===== src/rtl/mod_counter.sv =====
// mod_counter: up/down modulo counter with a run-time programmable inclusive
// limit, per-update step, wrap-or-saturate overflow policy and a registered
// terminal-count flag. Defining COUNTER_PRESCALE_EN adds an enable prescaler
// so that only every PRESCALE-th enabled cycle advances the count.
module mod_counter #(
   parameter int BITS     = 8,
   parameter int PRESCALE = 4
) (
   input  logic            clk,
   input  logic            reset,
   input  logic            enable,
   input  logic            inverseCounter,
   input  logic            load,
   input  logic [BITS-1:0] data,
   input  logic [BITS-1:0] step,
   input  logic [BITS-1:0] limit,
   input  logic            saturate,
   output logic [BITS-1:0] count,
   output logic            tc
);

   // One extra bit so limit = 2^BITS-1 and limit+1 never overflow.
   localparam int WW = BITS + 1;

   logic [BITS-1:0] count_q, count_d;
   logic            tc_q, tc_d;
   logic            advance;

   logic [WW-1:0]   count_w, limit_w, step_w, s_w;
   logic [WW-1:0]   sum_w, wrap_up_w, wrap_dn_w;
   logic            out_of_range, up_ovf, dn_unf;

`ifdef COUNTER_PRESCALE_EN
   // Prescaler is at least one bit wide so PRESCALE = 1 still elaborates;
   // in that case it stays at 0 and every enabled cycle is a tick.
   localparam int PW = (PRESCALE > 1) ? $clog2(PRESCALE) : 1;
   localparam logic [PW-1:0] PMAX = PW'(PRESCALE - 1);

   logic [PW-1:0] pre_q, pre_d;

   // Prescaler next state: cleared by load, wraps at PMAX, holds when idle.
   always_comb begin
      pre_d = pre_q;
      if (load)
         pre_d = '0;
      else if (enable)
         pre_d = (pre_q == PMAX) ? '0 : pre_q + 1'b1;
   end

   assign advance = enable && (pre_q == PMAX);

   // Prescaler register.
   always_ff @(posedge clk) begin
      if (reset)
         pre_q <= '0;
      else
         pre_q <= pre_d;
   end
`else
   assign advance = enable;
`endif

   assign count_w = {1'b0, count_q};
   assign limit_w = {1'b0, limit};
   assign step_w  = {1'b0, step};

   // Effective step is clamped to the limit so one update never crosses
   // more than one full period of the range.
   assign s_w          = (step_w > limit_w) ? limit_w : step_w;
   assign out_of_range = count_w > limit_w;
   assign sum_w        = count_w + s_w;
   assign up_ovf       = sum_w > limit_w;
   assign dn_unf       = count_w < s_w;
   assign wrap_up_w    = sum_w - (limit_w + 1'b1);
   assign wrap_dn_w    = count_w + limit_w + 1'b1 - s_w;

   // Next count/tc: load beats advance beats hold.
   always_comb begin
      count_d = count_q;
      tc_d    = tc_q;
      if (load) begin
         count_d = (data > limit) ? limit : data;
         tc_d    = 1'b0;
      end else if (advance) begin
         if (out_of_range) begin
            // Limit was lowered beneath the current count: snap back into range.
            count_d = saturate ? limit : '0;
            tc_d    = 1'b1;
         end else if (!inverseCounter) begin
            if (up_ovf) begin
               count_d = saturate ? limit : wrap_up_w[BITS-1:0];
               tc_d    = 1'b1;
            end else begin
               count_d = sum_w[BITS-1:0];
               tc_d    = 1'b0;
            end
         end else begin
            if (dn_unf) begin
               count_d = saturate ? '0 : wrap_dn_w[BITS-1:0];
               tc_d    = 1'b1;
            end else begin
               count_d = count_q - s_w[BITS-1:0];
               tc_d    = 1'b0;
            end
         end
      end
   end

   // Count and terminal-count registers.
   always_ff @(posedge clk) begin
      if (reset) begin
         count_q <= '0;
         tc_q    <= 1'b0;
      end else begin
         count_q <= count_d;
         tc_q    <= tc_d;
      end
   end

   assign count = count_q;
   assign tc    = tc_q;

endmodule


===== config.mk =====
export PLATFORM = sky130hd
export DESIGN_NAME = mod_counter
export DESIGN_NICKNAME = d
export VERILOG_FILES = /design/src/rtl/mod_counter.sv
export SDC_FILE = /design/constraint.sdc
export NUM_CORES = 1
export LEC_CHECK = 0
export ABC_CLOCK_PERIOD_IN_PS = 7100
export CORE_ASPECT_RATIO = 1.2
export CORE_MARGIN = 4
export CORE_UTILIZATION = 40
export DETAILED_ROUTE_END_ITERATION = 6
export DONT_BUFFER_PORTS = 1
export GPL_ROUTABILITY_DRIVEN = 0
export PLACE_DENSITY = 0.51
export SYNTH_ARGS = -nofsm -noshare
export SYNTH_HDL_FRONTEND = slang
export SYNTH_SLANG_ARGS = --single-unit
export TNS_END_PERCENT = 50

===== constraint.sdc =====
create_clock -name clk -period 7.1 [get_ports clk]
set_input_delay 1.42 -clock clk [delete_from_list [all_inputs] [get_ports clk]]
set_output_delay 1.42 -clock clk [all_outputs]
set_load 0.02 [all_outputs]

; ---- Word-level counts from Yosys, hierarchy flattened
; Cells that the tools add are included.
[op_classes]
n_addsub = 7
n_lt_le_gt_ge = 5
n_mux = 15
n_reduce_logical = 2
[op_table]
columns = cell, count
row1 = 8-bit two-way mux, 11
row2 = 8-bit > comparator, 3
row3 = 8-bit subtractor, 3
row4 = "8-bit by 1-bit adder with 8-bit output, second input constant", 2
row5 = 8-bit by 8-bit adder with 9-bit output, 1
row6 = 9-bit by 8-bit > comparator with 1-bit output, 1
row7 = 8-bit adder, 1
row8 = 8-bit less-than comparator, 1
row9 = 1-bit two-way mux, 4
row10 = 2-bit nonzero test, 1
row11 = 2-bit OR reduction, 1
[word_totals]
ff_bits = 9
in_bits = 30
output_inout_bits = 9
elab_cells = 31

; ---- Logic depth before layout (Yosys ltp)
[depth]
ltp_word = 10
mapped_depth = 26

; ---- Worst setup path after synthesis
; No wires, ideal clock.
[synth_timing]
kind = input to register
startpoint = input limit[1]
endpoint = register count_q[4] (netlist: count[4])
setup_ps = 135
arrival_ps = 5941
setup_slack_ps = 1024
cell_stages = 24
path_buffers = 3
cell_sequence = inv_1 ha_1 nor2b_1 o211ai_1 a211oi_1 nor2_1 clkbuf_1 a21o_1 ha_1 inv_1 fa_1 nand2b_4 a211oi_1 nor2_1 xnor2_1 ha_1 clkbuf_2 a211oi_1 a31oi_1 or3_1 buf_6 mux2_4 o311ai_2 a221oi_2
[synth_between]
elab_chain_len = 10
[synth_lines]
columns = item, line_no
row1 = from (decl), 16  ; input logic [BITS-1:0] limit,
row2 = 8-bit > comparator, 69  ; assign s_w = (step_w > limit_w) ? limit_w : step_w;
row3 = 8-bit two-way mux, 69
row4 = 8-bit by 8-bit adder with 9-bit output, 71  ; assign sum_w = count_w + s_w;
row5 = 8-bit subtractor, 74  ; assign wrap_up_w = sum_w - (limit_w + 1'b1);
row6 = 8-bit two-way mux, 91  ; count_d = saturate ? limit : wrap_up_w[BITS-1:0];
row7 = 8-bit two-way mux, 90  ; if (up_ovf) begin
row8 = 8-bit two-way mux, 89  ; end else if (!inverseCounter) begin
row9 = 8-bit two-way mux, 85  ; if (out_of_range) begin
row10 = 8-bit two-way mux, 84  ; end else if (advance) begin
row11 = 8-bit two-way mux *, 81  ; if (load) begin
row12 = to (signal assigned), 115  ; count_q <= count_d;
row13 = to (decl), 25  ; logic [BITS-1:0] count_q, count_d;
; Mark *: on every way between the ends. The rest lies on a longest branch, timed or not. The select of a mux whose other input is x is not followed.
; A chain may end at the register's enable or synchronous reset.

; ---- Worst setup path in the final report
[layout_timing]
startpoint = input limit[1]
endpoint = register count_q[0] (netlist: count[0])
; The elaborated chain is that of the path after synthesis.

==> flow_summary_export.csv <==
group,metric,value,unit
worst_setup_path,cp_max_fo,16,
yosys,syn_area,0.00313,mm2
layout,final_area,0.00323,mm2
layout,final_cell_mix,"60 x ha_1, 37 x inv_1, 37 x a21oi_1, 33 x o21ai_0, 28 x nor2_1",
yosys,synthFlopType,"dfxtp_1",
routing,firstDrtPassIters,5,
global_route,track_usage,22.9,%
power,seqPwrFrac,11.0,%
global_route,grt_overflow,0,
layout,diodes,0,
global_route,met2_usage,39.3,%
cts,cts_made_buffers,3,
floorplanning,die_area,0.00930,mm2
global_route,grt_pass1_wl,16.2,mm
place,placed_cell_area,0.00319,mm2
global_route,grt_use_met1,28.8,%
sta,setup_tns,0,ns
worst_setup_path,startpoint_type,"primary input",
power,powerDensity,290,mW/mm2
routing,avgViaCountPerCell,6.19,
global_route,grt_pass1_vias,3018,
yosys,synth_compound_area_share,30.5,%
yosys,synth-xor-area-share,5.32,%
yosys,synth_top_family_by_area,"compound AO/OA/AOI/OAI gates",
status,status,"finished clean",
worst_hold_path,hold_path_class,"reg -> reg",
sta,timing.final.crit_period,6.30,ns
power,swShare,54.0,%
place,dp_hpwl,8.84,mm
yosys,synthDistinctLibCells,58,
power,comb_power_share,82.3,%
power,power_switching,0.506,mW
routing,drt-initial-drc-count,251,
floorplanning,ios,39,
place,place.port_buffers,0,
yosys,yosys-mux-area-fraction,2.08,%
worst_setup_path,cp.required,7.23,ns
routing,antenna_left,0,
cts,ctsResizeCount,0,
sta,period_share,88.7,%
sta,hold_viol_final,0,
yosys,syn-mean-instance-area,7.55,um2
cts,clockBufferDepth,2,
global_route,grt_max_degree,20,
yosys,synth-seq-area-share,5.76,%
yosys,netlist_top_cells_area,"ha_1 24%, fa_1 6.4%, a21oi_1 5.9%",
worst_setup_path,end_kind,"flop",
layout,area_delta_synth_final,3.36,%
cts,cts_tree,"done",
run,cap_viol_max_count,0,
sta,tightest_slew,0.729,ns
routing,post-route-drc-count,0,
yosys,synth_largest_area_cell,"ha_1",
global_route,gr-usage-met3,2.37,%
yosys,syn_nets,514,
sta,slew_headroom,50.9,%
routing,dr_total_vias,3077,
global_route,top_usage_layer,"met2",
worst_setup_path,critical_path_arrival,6.43,ns
cts,htree_levels,1,
yosys,synth_seq_cells,9,
cts,cts_hold_buf,0,
yosys,synth-adder-area-share,30.4,%
routing,routedWlPerCell,21.3,um
floorplanning,die_w,88.7,um
sta,grt_setup_unrepaired,"false",
power,power_frac_clock,6.7,%
floorplanning,start_util,40.8,%
floorplanning,core-area,0.00766,mm2
layout,drive_gt1_share,3.46,%
cts,clock_sinks,9,
floorplanning,rows,35,
yosys,yosysWarnings,0,
global_route,antenna_found_initial,0,
cts,cts.clk_slew.worst_paths,0.05,ns
power,power.leakage,1.50,nW
place,dp.cells,493,
worst_setup_path,worstSetupPathType,"in -> reg",
yosys,postSynth.asyncResetShare,0,%
yosys,syn_inst,414,
power,p_int,0.432,mW
power,peakVddDrop,0.0823,mV
layout,utilization,42.2,%
layout,final_common_cell,"ha_1",
cts,postCtsSetupRepairBufs,0,
sta,setup_violations,0,
cts,cts-root-buf,"clkbuf_8",
layout,layout.cells.non_filler,497,
sta,fin_worst_skew,0.00128,ns
layout,nNetsFinal,506,
floorplanning,die_height,105,um
yosys,synth-simple-area-share,19.0,%
yosys,synth_top_area_share,24.0,%
routing,postRouteWirelength,10.6,mm
sta,maxSlewViolCount,0,
cts,clock_latency,0.24,ns
yosys,synth_edf_count,0,
power,power,0.938,mW
sta,clock.fmax,0.159,GHz
-- layer usage --
metal  wire (um)  part of all wire, %
met1        4340                   41
met2        5300                   50
met3         635                  6.0
met4         297                  2.8
met5           0                    0
-- worst max-delay path: stages --
cell and delay, ns:
inv_1 0.12, ha_1 0.34, nor2b_1 0.13, o211ai_1 0.13, a211oi_1 0.39, nor2_1 0.08
buf_4 0.21, nor2_1 0.10, a21o_1 0.14, ha_1 0.18, inv_1 0.06, fa_1 0.41
nand2b_4 0.16, a211oi_1 0.26, nor2_1 0.10, xnor2_1 0.15, ha_1 0.42, nand4_1 0.15
o22ai_1 0.15, a31oi_1 0.07, nor3_1 0.46, buf_4 0.25, a21o_1 0.15, a221oi_1 0.11
o32ai_1 0.31
-- Yosys cell counts (all sizes together) (4+ instances only) --
| master | instances |
|---|---|
| nor2 | 28 |
| inv | 37 |
| or3 | 5 |
| a221oi | 5 |
| a21o | 19 |
| o21ai | 33 |
| clkbuf | 13 |
| a31oi | 4 |
| nand2 | 16 |
| nand4 | 8 |
| nor3b | 7 |
| dfxtp | 9 |
| nand2b | 5 |
| nor2b | 5 |
| fa | 10 |
| o22ai | 4 |
| xor2 | 7 |
| nand3 | 14 |
| o21a | 5 |
| a211oi | 5 |
| xnor2 | 12 |
| mux2i | 5 |
| ha | 60 |
| o211ai | 9 |
| a21oi | 37 |
| nor3 | 10 |
-- kinds of logic after synthesis --
group	after synthesis
muxes	6
xor gates and xnor gates	19
and+or+nand+nor	112
DFF	9
AOI/OAI and AO/OA	145
adders and majority gates	70
buffers and inverters	53
-- area by class of cell --
type,instances,area [um2]
Fill cell,820,4430
Multi-Input combinational cell,352,2730
Sequential cell,9,180
Inverter,37,139
Tap cell,92,115
Clock buffer,4,45.0
Timing Repair Buffer,3,22.5
-- worst paths after layout --
path / cells past startpoint / to / slack (ns) / startpoint
worst min-delay path: 2 / tc / 0.65 / tc
worst max register to register: 15 / count[0] / 2.74 / count[1]
worst max-delay path: 25 / count[0] / 0.80 / limit[1]
worst min register to register: 2 / tc / 0.65 / tc
-- power groups by stage --
stage / registers (mW) / logic, mW / clock network [mW]
2_1_floorplan: 0.0932 / 0.604 / 0
3_3_place_gp: 0.105 / 0.760 / 0
3_5_place_dp: 0.105 / 0.762 / 0
4_1_cts: 0.104 / 0.766 / 0.0640
5_1_grt: 0.107 / 0.856 / 0.0661
6_report: 0.103 / 0.772 / 0.0630
-- state kept, by name, indices dropped and copies added, names as in the netlist --
name	flops
count	8
tc	1
-- metrics by stage --
step,hold slack [ns],worst slack (ns)
CTS,0.649,0.849
finish,0.649,0.804
detailed placement,0.639,0.611
global placement,0.631,0.781
floorplan,0.607,1.02
global route,0.665,0.365
Power figures use the tool's default switching activity.
